--- src/rtl/serial_adder_if.sv ---
// ============================================================================
// Module   : serial_adder_if
// Purpose  : Start/ready request and result bundle for serial_adder.
// Revision : 1.0
// ============================================================================
`default_nettype none

interface serial_adder_if #(
  parameter int WIDTH = 8
);
  logic             start;
  logic [WIDTH-1:0] a;
  logic [WIDTH-1:0] b;
  logic             cin;
  logic             ready;
  logic             busy;
  logic             done;
  logic [WIDTH-1:0] sum;
  logic             cout;

  modport master (
    output start, a, b, cin,
    input  ready, busy, done, sum, cout
  );

  modport slave (
    input  start, a, b, cin,
    output ready, busy, done, sum, cout
  );
endinterface

`default_nettype wire

--- src/rtl/serial_adder.sv ---
// ============================================================================
// Module   : serial_adder
// Purpose  : Bit-serial WIDTH-bit adder, one full-adder step per clock, LSB first.
// Revision : 1.0
// ============================================================================
`default_nettype none

module serial_adder #(
  parameter int WIDTH = 8
) (
  input  wire           clk,
  input  wire           rst_n,
  serial_adder_if.slave bus
);

  localparam int CW = (WIDTH > 1) ? $clog2(WIDTH) : 1;
  localparam logic [CW-1:0] K_LAST = CW'(WIDTH - 1);

  typedef enum logic [1:0] {
    S_IDLE = 2'd0,
    S_ADD  = 2'd1,
    S_DONE = 2'd2
  } state_t;

  state_t           state_q, state_d;
  logic [WIDTH-1:0] a_q, a_d;
  logic [WIDTH-1:0] b_q, b_d;
  logic             c_q, c_d;
  logic [CW-1:0]    k_q, k_d;
  logic [WIDTH-1:0] res_q, res_d;
  logic [WIDTH-1:0] sum_q, sum_d;
  logic             cout_q, cout_d;

  logic bit_a, bit_b, bit_s, bit_c;

  assign bit_a = a_q[k_q];
  assign bit_b = b_q[k_q];
  assign bit_s = bit_a ^ bit_b ^ c_q;
  assign bit_c = (bit_a & bit_b) | (bit_a & c_q) | (bit_b & c_q);

  always_ff @(posedge clk or negedge rst_n) begin
    if (!rst_n) begin
      state_q <= S_IDLE;
      a_q     <= '0;
      b_q     <= '0;
      c_q     <= 1'b0;
      k_q     <= '0;
      res_q   <= '0;
      sum_q   <= '0;
      cout_q  <= 1'b0;
    end else begin
      state_q <= state_d;
      a_q     <= a_d;
      b_q     <= b_d;
      c_q     <= c_d;
      k_q     <= k_d;
      res_q   <= res_d;
      sum_q   <= sum_d;
      cout_q  <= cout_d;
    end
  end

  always_comb begin
    state_d = state_q;
    a_d     = a_q;
    b_d     = b_q;
    c_d     = c_q;
    k_d     = k_q;
    res_d   = res_q;
    sum_d   = sum_q;
    cout_d  = cout_q;
    case (state_q)
      S_IDLE: begin
        if (bus.start) begin
          a_d     = bus.a;
          b_d     = bus.b;
          c_d     = bus.cin;
          k_d     = '0;
          state_d = S_ADD;
        end
      end
      S_ADD: begin
        res_d[k_q] = bit_s;
        c_d        = bit_c;
        k_d        = k_q + CW'(1);
        // Outputs are only published here, so no partial sum is ever visible.
        if (k_q == K_LAST) begin
          state_d = S_DONE;
          sum_d   = res_d;
          cout_d  = bit_c;
        end
      end
      S_DONE:  state_d = S_IDLE;
      default: state_d = S_IDLE;
    endcase
  end

  assign bus.ready = (state_q == S_IDLE);
  assign bus.busy  = (state_q == S_ADD);
  assign bus.done  = (state_q == S_DONE);
  assign bus.sum   = sum_q;
  assign bus.cout  = cout_q;

endmodule

`default_nettype wire

--- src/flat_wrapper.sv ---
// flat-port wrapper written by rule: the top's interface ports become plain ports
module serial_adder_flat 
#(
  parameter int WIDTH = 8
)
  (clk, rst_n, bus_start, bus_a, bus_b, bus_cin, bus_ready, bus_busy, bus_done, bus_sum, bus_cout);
  serial_adder_if #(.WIDTH(WIDTH)) bus_i ();
  input  wire clk;
  input  wire rst_n;
  input wire logic [$bits(bus_i.start)-1:0] bus_start;
  input wire logic [$bits(bus_i.a)-1:0] bus_a;
  input wire logic [$bits(bus_i.b)-1:0] bus_b;
  input wire logic [$bits(bus_i.cin)-1:0] bus_cin;
  output wire logic [$bits(bus_i.ready)-1:0] bus_ready;
  output wire logic [$bits(bus_i.busy)-1:0] bus_busy;
  output wire logic [$bits(bus_i.done)-1:0] bus_done;
  output wire logic [$bits(bus_i.sum)-1:0] bus_sum;
  output wire logic [$bits(bus_i.cout)-1:0] bus_cout;
  assign bus_i.start = bus_start;
  assign bus_i.a = bus_a;
  assign bus_i.b = bus_b;
  assign bus_i.cin = bus_cin;
  assign bus_ready = bus_i.ready;
  assign bus_busy = bus_i.busy;
  assign bus_done = bus_i.done;
  assign bus_sum = bus_i.sum;
  assign bus_cout = bus_i.cout;
  serial_adder #(.WIDTH(WIDTH)) u_core (.clk(clk), .rst_n(rst_n), .bus(bus_i));
endmodule
--- config.mk ---
export PLATFORM = sky130hd
export DESIGN_NAME = serial_adder_flat
export DESIGN_NICKNAME = d
export VERILOG_FILES = /design/src/rtl/serial_adder_if.sv /design/src/rtl/serial_adder.sv /design/src/flat_wrapper.sv
export SDC_FILE = /design/constraint.sdc
export NUM_CORES = 1
export LEC_CHECK = 0
export CORE_UTILIZATION = 35
export CTS_CLUSTER_SIZE = 14
export DETAILED_ROUTE_END_ITERATION = 6
export PLACE_DENSITY = 0.54
export REMOVE_ABC_BUFFERS = 1
export SLEW_MARGIN = 40
export SYNTH_ARGS = -nofsm -noshare
export SYNTH_HDL_FRONTEND = slang
export SYNTH_SLANG_ARGS = --single-unit
export TNS_END_PERCENT = 10
--- constraint.sdc ---
create_clock -name clk -period 5.1 [get_ports clk]
set_input_delay 1.02 -clock clk [delete_from_list [all_inputs] [get_ports clk]]
set_output_delay 1.02 -clock clk [all_outputs]
set_load 0.01 [all_outputs]
==> metrics.txt <==
# TYPE chip_impl_metric gauge
chip_impl_metric{name="clock_network_fraction_of_design_power",unit="%"} 12.9
chip_impl_info{name="critical_path_class",value="reg2reg"} 1
chip_impl_metric{name="mapped_cells",unit=""} 158
chip_impl_metric{name="routed_wl",unit="mm"} 3.448
chip_impl_info{name="hold_path_class",value="reg2reg"} 1
chip_impl_metric{name="finish.net_count",unit=""} 209
chip_impl_metric{name="core",unit="um2"} 5107
chip_impl_metric{name="irDropWorstVdd",unit="uV"} 267.1
chip_impl_metric{name="route.antenna.remaining_nets",unit=""} 0
chip_impl_info{name="main_combinational_cell_family_by_area_after_synthesis",value="multiplexers"} 1
chip_impl_metric{name="multi_input_comb_area",unit="um2"} 808.3
chip_impl_info{name="worstSetupEndpointType",value="flip-flop"} 1
chip_impl_metric{name="post-synth-top-area-fraction",unit="%"} 52.63
chip_impl_metric{name="grt_pass1_wl",unit="mm"} 5.858
chip_impl_metric{name="detail_route.drc_violations",unit=""} 0
chip_impl_metric{name="num_rows",unit=""} 26
chip_impl_info{name="synth.top_cells.by_area",value="dfrtp_1 53%, mux2_2 11%, mux2i_1 3.2%"} 1
chip_impl_metric{name="yosys.area_share.xor_xnor",unit="%"} 0
chip_impl_metric{name="net-switching-power",unit="mW"} 0.6066
chip_impl_metric{name="power_per_cell_area",unit="nW/um2"} 671.8
chip_impl_metric{name="cp.required",unit="ps"} 5240
chip_impl_metric{name="placed_cells",unit=""} 249
chip_impl_metric{name="globalRoute.totalOverflow",unit=""} 0
chip_impl_metric{name="cts.hold.buffers_added",unit=""} 0
chip_impl_metric{name="slew_at_the_pin_closest_to_its_max_slew_limit",unit="ps"} 653.0
chip_impl_metric{name="final_worst_slack",unit="ps"} 2269
chip_impl_metric{name="die_w",unit="um"} 74.79
chip_impl_metric{name="layoutNonFillerInstCount",unit=""} 257
chip_impl_metric{name="asyncSetResetFlopFracSynth",unit="%"} 100.0
chip_impl_metric{name="internal-power",unit="mW"} 0.9282
chip_impl_metric{name="floorplan.die_area",unit="um2"} 5593
chip_impl_info{name="run_status",value="finished, final reports clean"} 1
chip_impl_metric{name="cts_max_level",unit=""} 2
chip_impl_metric{name="place.port_buffers",unit=""} 31
chip_impl_metric{name="max_freq",unit="GHz"} 0.3532
chip_impl_metric{name="timing.max_slew.rel_slack",unit="%"} 56.34
chip_impl_metric{name="wl_per_cell",unit="um"} 13.42
chip_impl_metric{name="floorplan.die.height",unit="um"} 74.79
chip_impl_metric{name="final_design_area_no_fill",unit="um2"} 2285
chip_impl_metric{name="drt-pass1-iter-count",unit=""} 4
chip_impl_metric{name="report.final.slew_viol_count",unit=""} 0
chip_impl_metric{name="hold_viol",unit=""} 0
chip_impl_metric{name="timing.clock.skew",unit="ps"} 6.217
chip_impl_metric{name="insertedDiodeCount",unit=""} 0
chip_impl_metric{name="clk_pin_slew",unit="ps"} 70
chip_impl_metric{name="synth-compound-area-share",unit="%"} 12.82
chip_impl_metric{name="sw_frac_of_total",unit="%"} 39.52
chip_impl_metric{name="dpl.hpwl",unit="mm"} 2.395
chip_impl_metric{name="synth.yosys.warnings",unit=""} 0
chip_impl_metric{name="number_of_antenna_violations_at_the_first_check_in_global_routing",unit=""} 0
chip_impl_metric{name="regToRegSetupSlack",unit="ps"} 2270
chip_impl_info{name="critical_path.startpoint_type",value="flip-flop"} 1
chip_impl_metric{name="initial_core_util",unit="%"} 36.31
chip_impl_metric{name="synth-edff-count",unit=""} 0
chip_impl_metric{name="place_ws",unit="ps"} 2237
chip_impl_metric{name="power.sequential.fraction",unit="%"} 39.9
chip_impl_metric{name="synth_cell_types",unit=""} 32
chip_impl_metric{name="final.setup.tns",unit="ps"} 0
chip_impl_metric{name="finalCriticalPeriod",unit="ps"} 2831
chip_impl_metric{name="area.sequential",unit="um2"} 977.2
chip_impl_metric{name="design_power_total",unit="mW"} 1.535
chip_impl_metric{name="synth_adder_area_share",unit="%"} 2.429
chip_impl_metric{name="reported_leakage_power",unit="nW"} 0.9569
chip_impl_metric{name="clk_path_buf_depth",unit=""} 2
chip_impl_metric{name="clkLatencyLatePin",unit="ps"} 290
chip_impl_info{name="rsz0062_at_grt",value="false"} 1
chip_impl_metric{name="dr_total_vias",unit=""} 1288
chip_impl_metric{name="yosys_register_bits",unit=""} 39
chip_impl_metric{name="io_pins",unit=""} 32
chip_impl_info{name="ys_flop_type",value="dfrtp_1"} 1
chip_impl_metric{name="ctsResizeCount",unit=""} 0
chip_impl_info{name="layout.cells.most_common",value="dfrtp_1"} 1
chip_impl_metric{name="worstPathArrival",unit="ps"} 2970
chip_impl_info{name="synth.largest_area_cell",value="dfrtp_1"} 1
chip_impl_metric{name="setup_viol_count_final",unit=""} 0
chip_impl_metric{name="layout-area-overhead-vs-synth",unit="%"} 23.21
chip_impl_metric{name="first_global_vias",unit=""} 1231
chip_impl_metric{name="post_drt_via_cell_ratio",unit=""} 5.012
chip_impl_metric{name="grt_max_degree",unit=""} 40
chip_impl_metric{name="drt_first_iter_violations",unit=""} 118
chip_impl_metric{name="fillers",unit=""} 496
chip_impl_metric{name="grtUsageTotal",unit="%"} 14.38
chip_impl_info{name="tritoncts_clock_tree",value="done"} 1
chip_impl_metric{name="globalplace.congestion",unit=""} 0.7268
chip_impl_info{name="cts-root-buf",value="clkbuf_8"} 1
chip_impl_metric{name="synth-seq-area-share",unit="%"} 52.63
chip_impl_metric{name="number_of_buffers_created_by_cts",unit=""} 5
chip_impl_metric{name="syn_area_per_cell",unit="um2"} 11.74
chip_impl_metric{name="muxShareOfSynthArea",unit="%"} 16.60
chip_impl_metric{name="fin_crit_sh",unit="%"} 55.51
chip_impl_metric{name="timing.max_cap.violations",unit=""} 0
chip_impl_info{name="leading_cell_types_in_the_layout_fill_and_taps_excluded",value="38 x dfrtp_1, 30 x clkdlybuf4s50_1, 18 x mux2_2"} 1
chip_impl_metric{name="layout-drive-gt1-share",unit="%"} 17.11
chip_impl_metric{name="postCtsSetupRepairBufs",unit=""} 0
chip_impl_metric{name="worst-path-max-fanout",unit=""} 19
chip_impl_metric{name="combinationalPowerShare",unit="%"} 47.3
chip_impl_metric{name="synth-simple-area-share",unit="%"} 11.74
chip_impl_metric{name="synth.cell_area",unit="um2"} 1854
chip_impl_metric{name="placed_cell_area",unit="um2"} 2203
chip_impl_metric{name="clkSinkCount",unit=""} 39
cells by family after synthesis:
family | count (synthesis)
mux | 26
flops | 39
compound gates | 37
buf+inv | 15
fa+ha+maj | 3
simple gates | 38
path summary, 6_finish.rpt:
check,startpoint,to,cells after the start
worst max-delay path,u_core.k_q[2],u_core.bus.sum[7],7
worst min-delay path,u_core.bus.sum[0],u_core.bus.sum[0],2
worst max register to register,u_core.k_q[2],u_core.bus.sum[7],7
worst min register to register,u_core.bus.sum[0],u_core.bus.sum[0],2
max in group asynchronous,rst_n,u_core.k_q[0],1
min in group asynchronous,rst_n,u_core.bus.sum[5],1
critical path: stages (launching register included):
cell and delay, ps:
dfrtp_1 700, nor2b_1 440, a32oi_1 170, o211a_1 190
fa_1 750, inv_1 170, mux2i_1 170, o21ai_0 90
cell usage after synthesis (2+ instances only):
library cell,count
a31oi_1,7
nor3b_1,4
inv_1,3
mux2i_1,6
and3_1,4
nand3b_1,3
a41oi_1,4
buf_2,8
mux4_2,2
nor2b_1,4
nand2_1,14
ha_1,2
dfrtp_1,39
a21oi_1,7
mux2_2,18
clkbuf_1,2
o31ai_1,4
nor2_1,4
o21ai_0,10
cell type report:
type,count,share of cell area (%)
flip-flops and latches,39,42.77
repair buffers,32,13.80
inverters,4,0.6572
clock inverters,1,0.2191
well taps,70,3.834
clock buffers,7,3.341
multi-input cells,104,35.38
layer usage:
metal | part of all wire, % | wire length (um) | up-vias | track usage, %
met3 | 4.7 | 161 | 4 | 4.819
li1 | - | - | 633 | -
met2 | 48 | 1651 | 33 | 23.52
met5 | 0 | 0 | - | 0
met1 | 47 | 1609 | 618 | 18.07
met4 | 0.73 | 25 | 0 | 4.403
flip-flops by register name (all words and copies together), names as in the netlist:
signal           flops
u_core.a_q           8
u_core.b_q           8
u_core.bus.cout      1
u_core.bus.sum       8
u_core.c_q           1
u_core.k_q           3
u_core.res_q         8
u_core.state_q       2
per-stage QoR:
| stage | utilization (%) | hold WS [ps] |
|---|---|---|
| floorplan | - | 472.3 |
| global placement | 43.07 | 463.1 |
| detailed placement | 43.14 | 466.1 |
| CTS | 44.73 | 483.9 |
| global route | 44.73 | 510.7 |
| finish | 44.73 | 477.2 |
power groups by stage:
stage	clock network [mW]	registers, mW	logic [mW]
after CTS	0.209	0.616	0.740
final	0.197	0.612	0.725
after global routing	0.228	0.643	0.809
after global placement	0	0.614	0.709
after floorplan	0	0.591	0.504
after detailed placement	0	0.622	0.738
No activity file was read; power rests on OpenSTA's default activity.
